===== config.mk =====
export PLATFORM = sky130hd
export DESIGN_NAME = result_drain
export DESIGN_NICKNAME = d
export VERILOG_FILES = /design/src/rtl/result_drain.sv
export SDC_FILE = /design/constraint.sdc
export NUM_CORES = 1
export LEC_CHECK = 0
export CORE_AREA = 5 5 212 214
export CTS_CLUSTER_DIAMETER = 50
export DETAILED_ROUTE_END_ITERATION = 10
export DIE_AREA = 0 0 217 219
export PLACE_DENSITY = 0.66
export SYNTH_ARGS = -nofsm -noshare
export SYNTH_HDL_FRONTEND = slang
export SYNTH_SLANG_ARGS = --single-unit
export TNS_END_PERCENT = 5

===== constraint.sdc =====
create_clock -name clk -period 12.3 [get_ports clk]
set_input_delay 2.46 -clock clk [delete_from_list [all_inputs] [get_ports clk]]
set_output_delay 2.46 -clock clk [all_outputs]
set_load 0.01 [all_outputs]

===== src/rtl/result_drain.sv =====
// Result SRAM drain engine: walks sets a, b, c row by row and streams each row out
// through a 2-entry FIFO that hides the one-cycle SRAM read latency under backpressure.
module result_drain #(
  parameter int ARRAY_SIZE        = 8,
  parameter int OUTPUT_DATA_WIDTH = 16,
  parameter int ADDR_WIDTH        = 6,
  parameter int NUM_ROWS          = 64
) (
  input  logic                                      clk,
  input  logic                                      srst,
  input  logic                                      drain_start,
  output logic [ADDR_WIDTH-1:0]                     sram_raddr_a,
  output logic [ADDR_WIDTH-1:0]                     sram_raddr_b,
  output logic [ADDR_WIDTH-1:0]                     sram_raddr_c,
  input  logic [ARRAY_SIZE*OUTPUT_DATA_WIDTH-1:0]   sram_rdata_a,
  input  logic [ARRAY_SIZE*OUTPUT_DATA_WIDTH-1:0]   sram_rdata_b,
  input  logic [ARRAY_SIZE*OUTPUT_DATA_WIDTH-1:0]   sram_rdata_c,
  output logic                                      out_valid,
  input  logic                                      out_ready,
  output logic [ARRAY_SIZE*OUTPUT_DATA_WIDTH-1:0]   out_data,
  output logic [1:0]                                out_set,
  output logic [ADDR_WIDTH-1:0]                     out_row,
  output logic                                      out_last,
  output logic                                      drain_busy,
  output logic                                      drain_done
);

  localparam int RW = ARRAY_SIZE * OUTPUT_DATA_WIDTH;
  localparam logic [ADDR_WIDTH-1:0] LAST_ROW = ADDR_WIDTH'(NUM_ROWS - 1);

  typedef enum logic [1:0] {
    S_IDLE,
    S_READ,
    S_FLUSH
  } state_t;

  typedef struct packed {
    logic [RW-1:0]         data;
    logic [1:0]            set;
    logic [ADDR_WIDTH-1:0] row;
    logic                  last;
  } entry_t;

  state_t                state_q, state_d;
  logic                  done_d, done_q;
  logic [1:0]            set_q;
  logic [ADDR_WIDTH-1:0] row_q;
  logic                  pend_q;
  logic [1:0]            pend_set_q;
  logic [ADDR_WIDTH-1:0] pend_row_q;

  entry_t                fifo_mem [2];
  logic                  wr_ptr_q, rd_ptr_q;
  logic [1:0]            count_q;

  logic                  push, pop, issue, last_issue;
  logic [2:0]            occ_after;
  entry_t                push_entry;

  assign out_valid  = (count_q != 2'd0);
  assign pop        = out_valid && out_ready;
  assign push       = pend_q;

  // Occupancy the FIFO would reach if every read in flight lands and the head pops now.
  assign occ_after  = {1'b0, count_q} + {2'b0, pend_q} - {2'b0, pop};
  assign issue      = (state_q == S_READ) && (occ_after < 3'd2);
  assign last_issue = issue && (set_q == 2'd2) && (row_q == LAST_ROW);

  assign out_data   = fifo_mem[rd_ptr_q].data;
  assign out_set    = fifo_mem[rd_ptr_q].set;
  assign out_row    = fifo_mem[rd_ptr_q].row;
  assign out_last   = fifo_mem[rd_ptr_q].last;
  assign drain_busy = (state_q != S_IDLE);
  assign drain_done = done_q;

  // NOTE: every output of a combinational block gets a default first, so no path leaves it unassigned and no latch is inferred.
  always_comb begin
    state_d = state_q;
    done_d  = 1'b0;
    case (state_q)
      S_IDLE:  if (drain_start) state_d = S_READ;
      S_READ:  if (last_issue) state_d = S_FLUSH;
      S_FLUSH: begin
        if (count_q == 2'd0 && !pend_q) begin
          state_d = S_IDLE;
          done_d  = 1'b1;
        end
      end
      default: state_d = S_IDLE;
    endcase
  end

  always_comb begin
    push_entry.data = sram_rdata_a;
    case (pend_set_q)
      2'd1:    push_entry.data = sram_rdata_b;
      2'd2:    push_entry.data = sram_rdata_c;
      default: push_entry.data = sram_rdata_a;
    endcase
    push_entry.set  = pend_set_q;
    push_entry.row  = pend_row_q;
    push_entry.last = (pend_set_q == 2'd2) && (pend_row_q == LAST_ROW);
  end

  // NOTE: sequential state uses non-blocking assignments so every flop samples pre-edge values regardless of statement order.
  always_ff @(posedge clk or posedge srst) begin
    if (srst) begin
      state_q      <= S_IDLE;
      done_q       <= 1'b0;
      set_q        <= 2'd0;
      row_q        <= '0;
      pend_q       <= 1'b0;
      pend_set_q   <= 2'd0;
      pend_row_q   <= '0;
      sram_raddr_a <= '0;
      sram_raddr_b <= '0;
      sram_raddr_c <= '0;
    end else begin
      state_q <= state_d;
      done_q  <= done_d;
      pend_q  <= issue;
      if (state_q == S_IDLE && drain_start) begin
        set_q <= 2'd0;
        row_q <= '0;
      end else if (issue) begin
        pend_set_q <= set_q;
        pend_row_q <= row_q;
        case (set_q)
          2'd0:    sram_raddr_a <= row_q;
          2'd1:    sram_raddr_b <= row_q;
          default: sram_raddr_c <= row_q;
        endcase
        if (row_q == LAST_ROW) begin
          row_q <= '0;
          set_q <= set_q + 2'd1;
        end else begin
          row_q <= row_q + ADDR_WIDTH'(1);
        end
      end
    end
  end

  // NOTE: the two FIFO slots are reset because the head is visible on out_data/set/row and must read zero after reset.
  always_ff @(posedge clk or posedge srst) begin
    if (srst) begin
      for (int i = 0; i < 2; i++) fifo_mem[i] <= '0;
      wr_ptr_q <= 1'b0;
      rd_ptr_q <= 1'b0;
      count_q  <= 2'd0;
    end else begin
      if (push) begin
        fifo_mem[wr_ptr_q] <= push_entry;
        wr_ptr_q           <= ~wr_ptr_q;
      end
      if (pop) rd_ptr_q <= ~rd_ptr_q;
      case ({push, pop})
        2'b10:   count_q <= count_q + 2'd1;
        2'b01:   count_q <= count_q - 2'd1;
        default: count_q <= count_q;
      endcase
    end
  end

  // The issue rule keeps the FIFO from overflowing; a push into a full FIFO without a pop is a design error.
  a_no_overflow: assert property (@(posedge clk) disable iff (srst)
    !(push && !pop && count_q == 2'd2));

endmodule


==> summary.md, run 1 <==
| Metric | Value |
|---|---|
| Run status | `finished, final reports clean` |
| R2r startpoint | `pend_set_q[0]$_DFFE_PP0P_` |
| Syn Nets | `approximately 1900` |
| CP Cell Sequence | `buf_4 > mux2_2 > clkdlybuf4s50_1` |
| Pwr Total | `5.336 mW` |
| Reg-to-Reg End | `fifo_mem[228]$_DFFE_PP0P_` |
| Largest net degree at the start of global routing | `179` |
| Reg clk slew, reported paths | `0.06 ns` |
| Die area | `47520 um^2` |
| Bufs and invs on worst path | `2` |
| Post-DRT Antenna Nets | `0` |
| CTS tree | `done` |
| Nets | `2349` |
| CP peak stage delay | `1.12 ns` |
| Sum Neg Setup Slack | `0 ns` |
| Slew headroom | `24.19%` |
| Setup violations, final | `0` |
| Tot GR Track Use | `a little over a fifth` |
| Uppermost routed layer | `met5` |
| Worst-Margin Slew | `1.137 ns` |
| Met3 Routed Length | `3.824 mm` |
| Hold Slack | `approximately 0.47 ns` |
| Async SR Flop Fraction | `between 90% and 100%` |
| DR WL/cell | `between 20 and 25 um` |
| Non-Filler Instances | `between 2000 and 3000` |
| Final-layout fill cell count | `3832` |
| CTS buffer count | `39` |
| Mapped Cells | `around 1500` |
| First-pass GRT wire length | `80.28 mm` |
| Max_cap viols | `0` |
| Pwr Density | `239.1 nW/um^2` |
| Overflow after GRT | `0` |
| M1 WL | `between 20 and 25 mm` |
| Initial antenna violation count | `4` |
| Vias in the first global route | `14130` |
| IO Port Bufs | `545` |
| Unrepaired setup endpoints after global routing | `false` |
| Worst clock skew | `roughly 0.033 ns` |
| Critical path class | `reg -> out` |
| Setup crit end kind | `output pin` |
| Crit Path Max Fanout | `between 70 and 80` |
| Area delta synth->final | `45.57%` |
| Final hold violation count | `0` |
| Worst Path Arrival | `3.44 ns` |
| 1st-pass router iterations | `5` |
| Reg2Reg Depth | `6` |
| Hpwl dp | `37.58 mm` |
| Cells after DPL | `about 2500` |
| Critical path capture point | `out_data[56]` |
| Resized cells post-CTS | `0` |
| Final core utilization | `52.26%` |
| Final Cycle Share | `~48%` |
| Crit start category | `flip-flop` |
| Post-synthesis sequential area ratio | `51.59%` |
| # clock sinks | `316` |
| Mapped Avg Cell Area | `10.25 um^2` |
| Critical Path Source | `rd_ptr_q$_DFFE_PP0P_` |
| Layout cell share with drive strength beyond 1 | `13.36%` |
| Crit path max-delay family | `buffers and inverters` |
| Clock Root Buffer | `clkbuf_16` |
| R2R setup slack | `8.84 ns` |
| Vert. Die Dim | `219 um` |
| I/O pin count | `around 550` |
| Post-CTS Setup Bufs | `0` |
| Worst min path class | `reg -> reg` |
| Vias | `13460` |
| WP depth | `3` |
| Synth warnings | `0` |
| Clk_lat worst skew | `0.55 ns` |
| Leakage | `9.434 nW` |
| Netlist Area Pre-Place | `15330 um^2` |
| DR iter-0 viols | `734` |
| Peak supply drop | `126.0 uV` |
| Count of pins over their slew limit | `0` |
| Library cells used by synthesis | `50` |
| Req. time, crit path | `9.84 ns` |
| Detailed-route DRC error count | `0` |
| Vias per cell | `about 5.3` |
| Clock Path Buffers | `3` |
| Primary FF master, synth | `dfrtp_1` |
| EDFF count, synth | `0` |
| #FFs+latches synth | `~320` |
| Chip width | `217 um` |
| Core Area | `42700 um^2` |
| CP max-delay cell | `dfrtp_4` |
| # rows | `between 70 and 80` |
| Routed WL | `52.73 mm` |
| Max Clk Rate | `169.4 MHz` |
| H-tree levels | `2` |
| Met2 wire len | `between 20 and 30 mm` |
| Final min period | `between 5 and 6 ns` |
| Starting Density | `35.90%` |
| Post-CTS Hold Buffers | `0` |
| Placer Congestion | `0.8486` |
-- through the flow --
| step | cell area (um^2) | worst slack (ns) |
|---|---|---|
| after floorplan | 15330 | 1.097 |
| after global placement | 21010 | 6.990 |
| after detailed placement | 21010 | 6.914 |
| after CTS | 22310 | 6.299 |
| after global routing | 22310 | 6.236 |
| final | 22310 | 6.397 |
-- cell usage after synthesis (all sizes together) (4+ instances only) --
library cell,count,area [um^2]
ha,6,75.07
a221o,128,1281
inv,8,30.03
mux2,172,1937
nand3,7,60.05
clkbuf,64,240.2
nand2,271,1025
nor2,4,15.01
o21ai,397,1987
buf,73,359.1
dfrtp,316,7908
a21oi,5,25.02
-- worst min-delay path by stage --
stage | startpoint | endpoint | cells after the start
floorplan | fifo_mem[0]$_DFFE_PP0P_ | fifo_mem[0]$_DFFE_PP0P_ | 2
global placement | fifo_mem[9]$_DFFE_PP0P_ | fifo_mem[9]$_DFFE_PP0P_ | 2
detailed placement | fifo_mem[7]$_DFFE_PP0P_ | fifo_mem[7]$_DFFE_PP0P_ | 2
CTS | fifo_mem[7]$_DFFE_PP0P_ | fifo_mem[7]$_DFFE_PP0P_ | 2
global route | fifo_mem[7]$_DFFE_PP0P_ | fifo_mem[7]$_DFFE_PP0P_ | 2
finish | fifo_mem[11]$_DFFE_PP0P_ | fifo_mem[11]$_DFFE_PP0P_ | 2
-- where the power goes --
part	leakage, nW	total [mW]	switching [mW]	internal (mW)
Clock	0.637	1.13	0.449	0.682
Sequential	3.94	1.87	0.361	1.51
Combinational	4.85	2.33	1.09	1.24
Total	9.43	5.34	1.90	3.43
-- registers in the layout, indices dropped and copies added (netlist names), 2 cells and up --
register / cells
pend_set_q: 2
row_q: 6
sram_raddr_b: 6
set_q: 2
count_q: 2
fifo_mem: 274
pend_row_q: 6
sram_raddr_c: 6
state_q: 2
sram_raddr_a: 6
-- worst register-to-register path, stage by stage, from the launching register on --
cell	delay, ns
dfrtp_1	0.39
inv_1	0.13
ha_4	0.82
inv_4	0.42
buf_4	0.46
o21ai_0	0.85
o21ai_0	0.22
-- cell type report --
cell class	count	area [um^2]	share of cell area (%)
inverter	8	40.04	0.1794
sequential	316	7911	35.45
multi-input combinational	1034	6832	30.62
timing repair buffer	555	5543	24.84
antenna	2	5.005	0.02243
clock buffer	51	1102	4.940
clock inverter	20	197.7	0.8860
tap	546	683.2	3.062
-- routing by layer --
metal	vias to the layer above	GRT usage, %
met5	-	0
met4	4	8.574
met3	112	5.766
met2	476	35.48
met1	6503	26.17
li1	6363	-
-- layout by cell type, fill, tap and decap left out, types with 3 or more instances in the layout --
cell type / instances
mux2i_1: 3
clkdlybuf4s50_1: 545
dfrtp_1: 315
mux2_2: 170
nor4_1: 3
inv_1: 5
ha_1: 4
clkinvlp_4: 3
a221o_1: 128
inv_6: 3
clkbuf_16: 40
nand2_1: 269
clkinv_2: 7
o21ai_1: 12
clkbuf_1: 5
nor2_1: 4
o21ai_0: 385
buf_4: 9
clkbuf_8: 6
nand3_1: 5
clkinv_4: 3
a21oi_1: 5
-- cells by family (layout without fill, tap and decap cells) --
kind of cell / count (synthesis) / in the layout / share of synthesized area, %
buffers and inverters: 145 / 634 / 4.106
muxes: 175 / 175 / 12.83
xor gates and xnor gates: 5 / 5 / 0.4572
AOI/OAI and AO/OA: 542 / 542 / 22.10
other: 0 / 2 / 0
DFF: 316 / 316 / 51.59
adders and majority gates: 7 / 7 / 0.6203
and+or+nand+nor: 305 / 305 / 8.301
(Power assumes the default switching activity.)
==> run 2, diff against run 1 <==
--- a/config.mk
+++ b/config.mk
@@ -9,7 +9,7 @@
 export CTS_CLUSTER_DIAMETER = 50
 export DETAILED_ROUTE_END_ITERATION = 10
 export DIE_AREA = 0 0 217 219
-export PLACE_DENSITY = 0.66
+export PLACE_DENSITY = 0.69
 export SYNTH_ARGS = -nofsm -noshare
 export SYNTH_HDL_FRONTEND = slang
 export SYNTH_SLANG_ARGS = --single-unit
==> constraint.sdc (replaced) <==
create_clock -name clk -period 5.2 [get_ports clk]
set_input_delay 1.04 -clock clk [delete_from_list [all_inputs] [get_ports clk]]
set_output_delay 1.04 -clock clk [all_outputs]
set_load 0.01 [all_outputs]
==> run 2 against run 1 <==
  * Count of clock-buffer cells in the layout fell by 2
  * Via count fell by 0.74%
  * Critical endpoint is now out_data[100]
  * Critical path type unchanged
  * Utilization up 0.27 points
  * Largest power group unchanged
  * Worst setup slack got worse by 5.1 ns
  * Clock skew down 0.0046 ns
  * Total power up 140%
  * Sequential power grew 130%
  * Critical path depth did not move
  * Worst hold slack better by 0.0014 ns
==> summary.md, run 2 (synthesis gave the netlist of run 1 again) <==
| Metric | Value |
|---|---|
| R2R setup slack | `2.06 ns` |
| Cells on Worst Hold Path | `2` |
| Final-layout fill cell count | `between 3000 and 4000` |
| CTS buffer count | `38` |
| Reg2Reg Depth | `6` |
| Largest net degree at the start of global routing | `173` |
| H-tree levels | `2` |
| Critical path class | `reg -> out` |
| Req. time, crit path | `4.16 ns` |
| Worst-Margin Slew | `1.262 ns` |
| Sum Neg Setup Slack | `0 ns` |
| Crit start category | `flip-flop` |
| Hold Slack | `0.4718 ns` |
| Final Cycle Share | `75.47%` |
| # rows | `76` |
| Clk_lat worst skew | `0.55 ns` |
| Layout cell share with drive strength beyond 1 | `13.17%` |
| Slew headroom | `around 16%` |
| Pwr Density | `568.7 nW/um^2` |
| CTS tree | `done` |
| Sequential power share | `roughly 34%` |
| Setup crit end kind | `output pin` |
| R2r startpoint | `pend_set_q[0]$_DFFE_PP0P_` |
| Crit Path Max Fanout | `a little under 60` |
| Die area | `47520 um^2` |
| Final min period | `3.924 ns` |
| Most flops, register | `fifo_mem` |
| Post-DRT Antenna Nets | `0` |
| Cells after DPL | `2461` |
| 1st-pass router iterations | `5` |
| Unrepaired setup endpoints after global routing | `false` |
| Final hold violation count | `0` |
| Worst Hold Path EP | `fifo_mem[32]$_DFFE_PP0P_` |
| Vias in the first global route | `13930` |
| Final core utilization | `52.53%` |
| Switching portion of total power | `between 30% and 40%` |
| Core Area | `42700 um^2` |
| Power Internal | `8.311 mW` |
| I/O pin count | `between 500 and 600` |
| Reg clk slew, reported paths | `0.06 ns` |
| Most frequent cells in the layout | `clkdlybuf4s50_1 (545), o21ai_0 (385), dfrtp_1 (315), nand2_1 (269), mux2_2 (170)` |
| Clock Path Buffers | `3` |
| IO Port Bufs | `545` |
| DR iter-0 viols | `about 760` |
| Non-Filler Instances | `around 2500` |
| Clock network power share | `22.0%` |
| Worst min path class | `reg -> reg` |
| Setup violations, final | `0` |
| Hpwl dp | `34.61 mm` |
| # clock sinks | `316` |
| Tot GR Track Use | `20.06%` |
| Routed WL | `49.53 mm` |
| Most common cell after layout, fill and taps aside | `clkdlybuf4s50_1` |
| Worst Path Arrival | `2.88 ns` |
| Psw | `4.444 mW` |
| Leakage | `about 9.5 nW` |
| Run status | `finished, final reports clean` |
| Overflow after GRT | `0` |
| Max Clk Rate | `254.8 MHz` |
| Resized cells post-CTS | `0` |
| Hold path start | `fifo_mem[32]$_DFFE_PP0P_` |
| Vert. Die Dim | `between 200 and 250 um` |
| Reg-to-Reg End | `fifo_mem[193]$_DFFE_PP0P_` |
| Vias per cell | `5.280` |
| Initial antenna violation count | `4` |
| Area delta synth->final | `46.33%` |
| Count of pins over their slew limit | `0` |
| Nets | `between 2000 and 2500` |
| Placer Congestion | `0.8148` |
| Max reg flops | `274` |
| Starting Density | `35.90%` |
| Chip width | `217 um` |
| Detailed-route DRC error count | `0` |
| Post-CTS Hold Buffers | `0` |
| First-pass GRT wire length | `just under 80 mm` |
| Combinational power share | `between 40% and 50%` |
| Clock Root Buffer | `clkbuf_16` |
| Worst clock skew | `about 0.029 ns` |
| Peak supply drop | `266.3 uV` |
| Max_cap viols | `0` |
| DR WL/cell | `between 15 and 20 um` |
| Post-CTS Setup Bufs | `0` |
| Vias | `13360` |
==> run 2: cell count changes in the layout (fill, tap and decap cells not counted), sizes merged <==
cell	previous run	this run
bufinv	2	7
buf	10	12
inv	12	7
clkinv	11	9
clkbuf	51	49
==> run 2: power by group through the flow <==
stage | sequential, mW | combinational (mW) | clock (mW)
after floorplan | 4.00 | 3.30 | 0
after global placement | 4.26 | 5.59 | 0
after detailed placement | 4.32 | 5.71 | 0
after CTS | 4.29 | 5.75 | 2.89
after global routing | 4.43 | 6.24 | 3.00
final | 4.27 | 5.67 | 2.81
==> run 2: final cells by class <==
class / count / area (um^2) / area share [%]
Clock buffer: 49 / 1044 / 4.652
Tap cell: 546 / 683.2 / 3.046
Timing Repair Buffer: 557 / 5620 / 25.06
Sequential cell: 316 / 7911 / 35.27
Inverter: 8 / 35.03 / 0.1562
Multi-Input combinational cell: 1034 / 6832 / 30.46
Clock inverter: 18 / 300.3 / 1.339
Antenna cell: 2 / 5.005 / 0.02231
==> run 2: how the worst max path moves through the flow <==
stage / cells past startpoint / start / slack, ns / to
CTS: 3 / rd_ptr_q$_DFFE_PP0P_ / 1.21 / out_data[103]
detailed placement: 8 / out_ready / 1.41 / pend_row_q[2]$_DFFE_PP0P_
finish: 3 / rd_ptr_q$_DFFE_PP0P_ / 1.28 / out_data[100]
global route: 3 / rd_ptr_q$_DFFE_PP0P_ / 1.12 / out_data[100]
global placement: 8 / out_ready / 1.47 / pend_row_q[4]$_DFFE_PP0P_
floorplan: 1 / srst / -0.05 / count_q[0]$_DFFE_PP0P_
==> run 2: metrics by stage <==
| stage | instance area, um^2 | power (mW) | worst slack (ns) |
|---|---|---|---|
| after CTS | 22430 | 12.93 | 1.207 |
| after global placement | 21080 | 9.854 | 1.471 |
| after global routing | 22430 | 13.66 | 1.121 |
| after floorplan | 15330 | 7.292 | -0.05085 |
| final | 22430 | 12.76 | 1.276 |
| after detailed placement | 21080 | 10.03 | 1.410 |
==> run 2: worst max-delay path, stage by stage (launching register included) <==
cell and delay, ns:
dfrtp_4 1.01, buf_12 0.34, mux2_2 0.38, clkdlybuf4s50_1 0.54
==> run 2: metal layers <==
| metal | vias to the layer above | track usage (%) | routed length (um) |
|---|---|---|---|
| li1 | 6360 | - | - |
| met3 | 87 | 6.249 | 3964 |
| met4 | 4 | 6.278 | 1514 |
| met2 | 488 | 33.74 | 23720 |
| met1 | 6419 | 24.85 | 20310 |
| met5 | - | 0 | 21 |
==> run 3, diff against run 2 <==
--- a/config.mk
+++ b/config.mk
@@ -9,7 +9,7 @@
 export CTS_CLUSTER_DIAMETER = 50
 export DETAILED_ROUTE_END_ITERATION = 10
 export DIE_AREA = 0 0 217 219
-export PLACE_DENSITY = 0.69
+export PLACE_DENSITY = 0.66
 export SYNTH_ARGS = -nofsm -noshare
 export SYNTH_HDL_FRONTEND = slang
 export SYNTH_SLANG_ARGS = --single-unit
==> constraint.sdc (replaced) <==
create_clock -name clk -period 3.9 [get_ports clk]
set_input_delay 0.78 -clock clk [delete_from_list [all_inputs] [get_ports clk]]
set_output_delay 0.78 -clock clk [all_outputs]
set_load 0.01 [all_outputs]
==> run 3 against run 2 <==
  * Final cell count increased by 1.4%
  * Worst hold slack barely moved
  * Final area increased by 1.0%
  * Largest power group unchanged
==> summary.md, run 3 (synthesis gave the netlist of run 1 again) <==
| Metric | Value |
|---|---|
| H-tree levels | `2` |
| Multi-input gate area | `between 6000 and 7000 um^2` |
| Most flops, register | `fifo_mem` |
| Hpwl dp | `37.26 mm` |
| CP peak stage delay | `0.86 ns` |
| R2r startpoint | `count_q[1]$_DFFE_PP0P_` |
| Vias | `13430` |
| Setup crit end kind | `output pin` |
| Layout cell share with drive strength beyond 1 | `roughly 15%` |
| IO Port Bufs | `545` |
| Final-layout fill cell count | `3829` |
| Detailed-route DRC error count | `0` |
| Crit Path Max Fanout | `39` |
| # rows | `76` |
| Tot GR Track Use | `20.56%` |
| 1st-pass router iterations | `7` |
| Leakage | `between 9 and 10 nW` |
| Max Clk Rate | `293.1 MHz` |
| Setup violations, final | `0` |
| Final min period | `3.411 ns` |
| Post-DRT Antenna Nets | `0` |
| Worst Path Arrival | `2.63 ns` |
| Die area | `47520 um^2` |
| Vias per cell | `5.233` |
| Final hold violation count | `0` |
| Fin area | `22660 um^2` |
| Placer Congestion | `0.8431` |
| Reg clk slew, reported paths | `0.06 ns` |
| Worst-Margin Slew | `1.109 ns` |
| Most common cell after layout, fill and taps aside | `clkdlybuf4s50_1` |
| First-pass GRT wire length | `78.29 mm` |
| CTS buffer count | `38` |
| Clock Root Buffer | `clkbuf_16` |
| Worst clock skew | `0.03199 ns` |
| Nets | `2383` |
| Overflow after GRT | `0` |
| Run status | `finished, final reports clean` |
| Slew headroom | `26.06%` |
| Clk_lat worst skew | `0.53 ns` |
| CP Cell Sequence | `buf_4 > mux2_2 > clkdlybuf4s50_1` |
| Max reg flops | `between 200 and 300` |
| Post-CTS Setup Bufs | `0` |
| Unrepaired setup endpoints after global routing | `false` |
| Pre-CTS setup slack | `0.5291 ns` |
| Resized cells post-CTS | `0` |
| Worst min path class | `reg -> reg` |
| Cells after DPL | `2494` |
| CP max-delay cell | `dfrtp_4` |
| Max_cap viols | `0` |
| Area delta synth->final | `47.83%` |
| Post-route setup slack | `0.4886 ns` |
| Largest net degree at the start of global routing | `~110` |
| Pwr Density | `748.4 nW/um^2` |
| Peak supply drop | `378.4 uV` |
| CTS tree | `done` |
| Vias in the first global route | `14100` |
| Area taken by flip-flops and latches | `7911 um^2` |
| Core Area | `42700 um^2` |
| Starting Density | `35.90%` |
| Non-Filler Instances | `2566` |
| Critical Path Source | `rd_ptr_q$_DFFE_PP0P_` |
| DR WL/cell | `19.79 um` |
| Most frequent cells in the layout | `clkdlybuf4s50_1 (545), o21ai_0 (385), dfrtp_1 (315), nand2_1 (269), mux2_2 (170)` |
| # clock sinks | `316` |
| Sum Neg Setup Slack | `0 ns` |
| Post-CTS Hold Buffers | `0` |
| Routed WL | `50.79 mm` |
| Hold Slack | `0.4722 ns` |
| Placed instance area | `between 20000 and 25000 um^2` |
| Critical path class | `reg -> out` |
| Final core utilization | `53.07%` |
| Initial antenna violation count | `5` |
| Crit start category | `flip-flop` |
| I/O pin count | `about 550` |
| Final Cycle Share | `between 80% and 90%` |
| DR iter-0 viols | `about 600` |
| Req. time, crit path | `~3.1 ns` |
| Count of pins over their slew limit | `0` |
| Chip width | `217 um` |
| Hold path start | `fifo_mem[214]$_DFFE_PP0P_` |
| Vert. Die Dim | `between 200 and 250 um` |
| Pwr Total | `16.96 mW` |
| Clock Path Buffers | `3` |
[run 3: cell count changes in the layout (fill, tap and decap cells not counted), moves of 2 or more]
cell and delta:
buf_12 +4, buf_4 +29, bufinv_16 -5, clkbuf_1 -2
clkbuf_8 +7, clkinv_2 -2, clkinvlp_4 -2, diode_2 +3
inv_6 +3
[run 3: worst paths after layout]
kind / to / slack [ns] / depth (start not counted)
worst max-delay path: out_data[10] / 0.49 / 3
worst min-delay path: fifo_mem[214]$_DFFE_PP0P_ / 0.47 / 2
worst max register to register: pend_row_q[2]$_DFFE_PP0P_ / 1.15 / 7
worst min register to register: fifo_mem[214]$_DFFE_PP0P_ / 0.47 / 2
max in group asynchronous: fifo_mem[191]$_DFFE_PP0P_ / 2.23 / 3
min in group asynchronous: fifo_mem[268]$_DFFE_PP0P_ / 0.84 / 2
[run 3: per-layer routing]
metal / global-route usage (%) / part of all wire, %
met4: 5.920 / 2.6
met2: 35.97 / 49
met5: 0 / 0
met3: 5.946 / 7.7
met1: 24.79 / 40
[run 3: final cells by class]
class	count	area share (%)
diodes	5	0.05522
clock buffers	53	4.887
clock inverters	14	0.7068
inverters	8	0.1601
multi-input cells	1034	30.15
flip-flops and latches	316	34.91
well taps	546	3.015
repair buffers	590	26.12
[run 3: worst max-delay path: cells and delay by family (launching register included)]
family | cells | cell delay (ns)
buf+inv | 2 | 0.82
flops | 1 | 0.86
mux | 1 | 0.39
[run 3: power by group]
group	switching (mW)	leakage [nW]	total (mW)	internal (mW)
clock	1.36	0.629	3.49	2.13
sequential	0.868	3.94	5.63	4.76
combinational	3.76	5.06	7.83	4.07
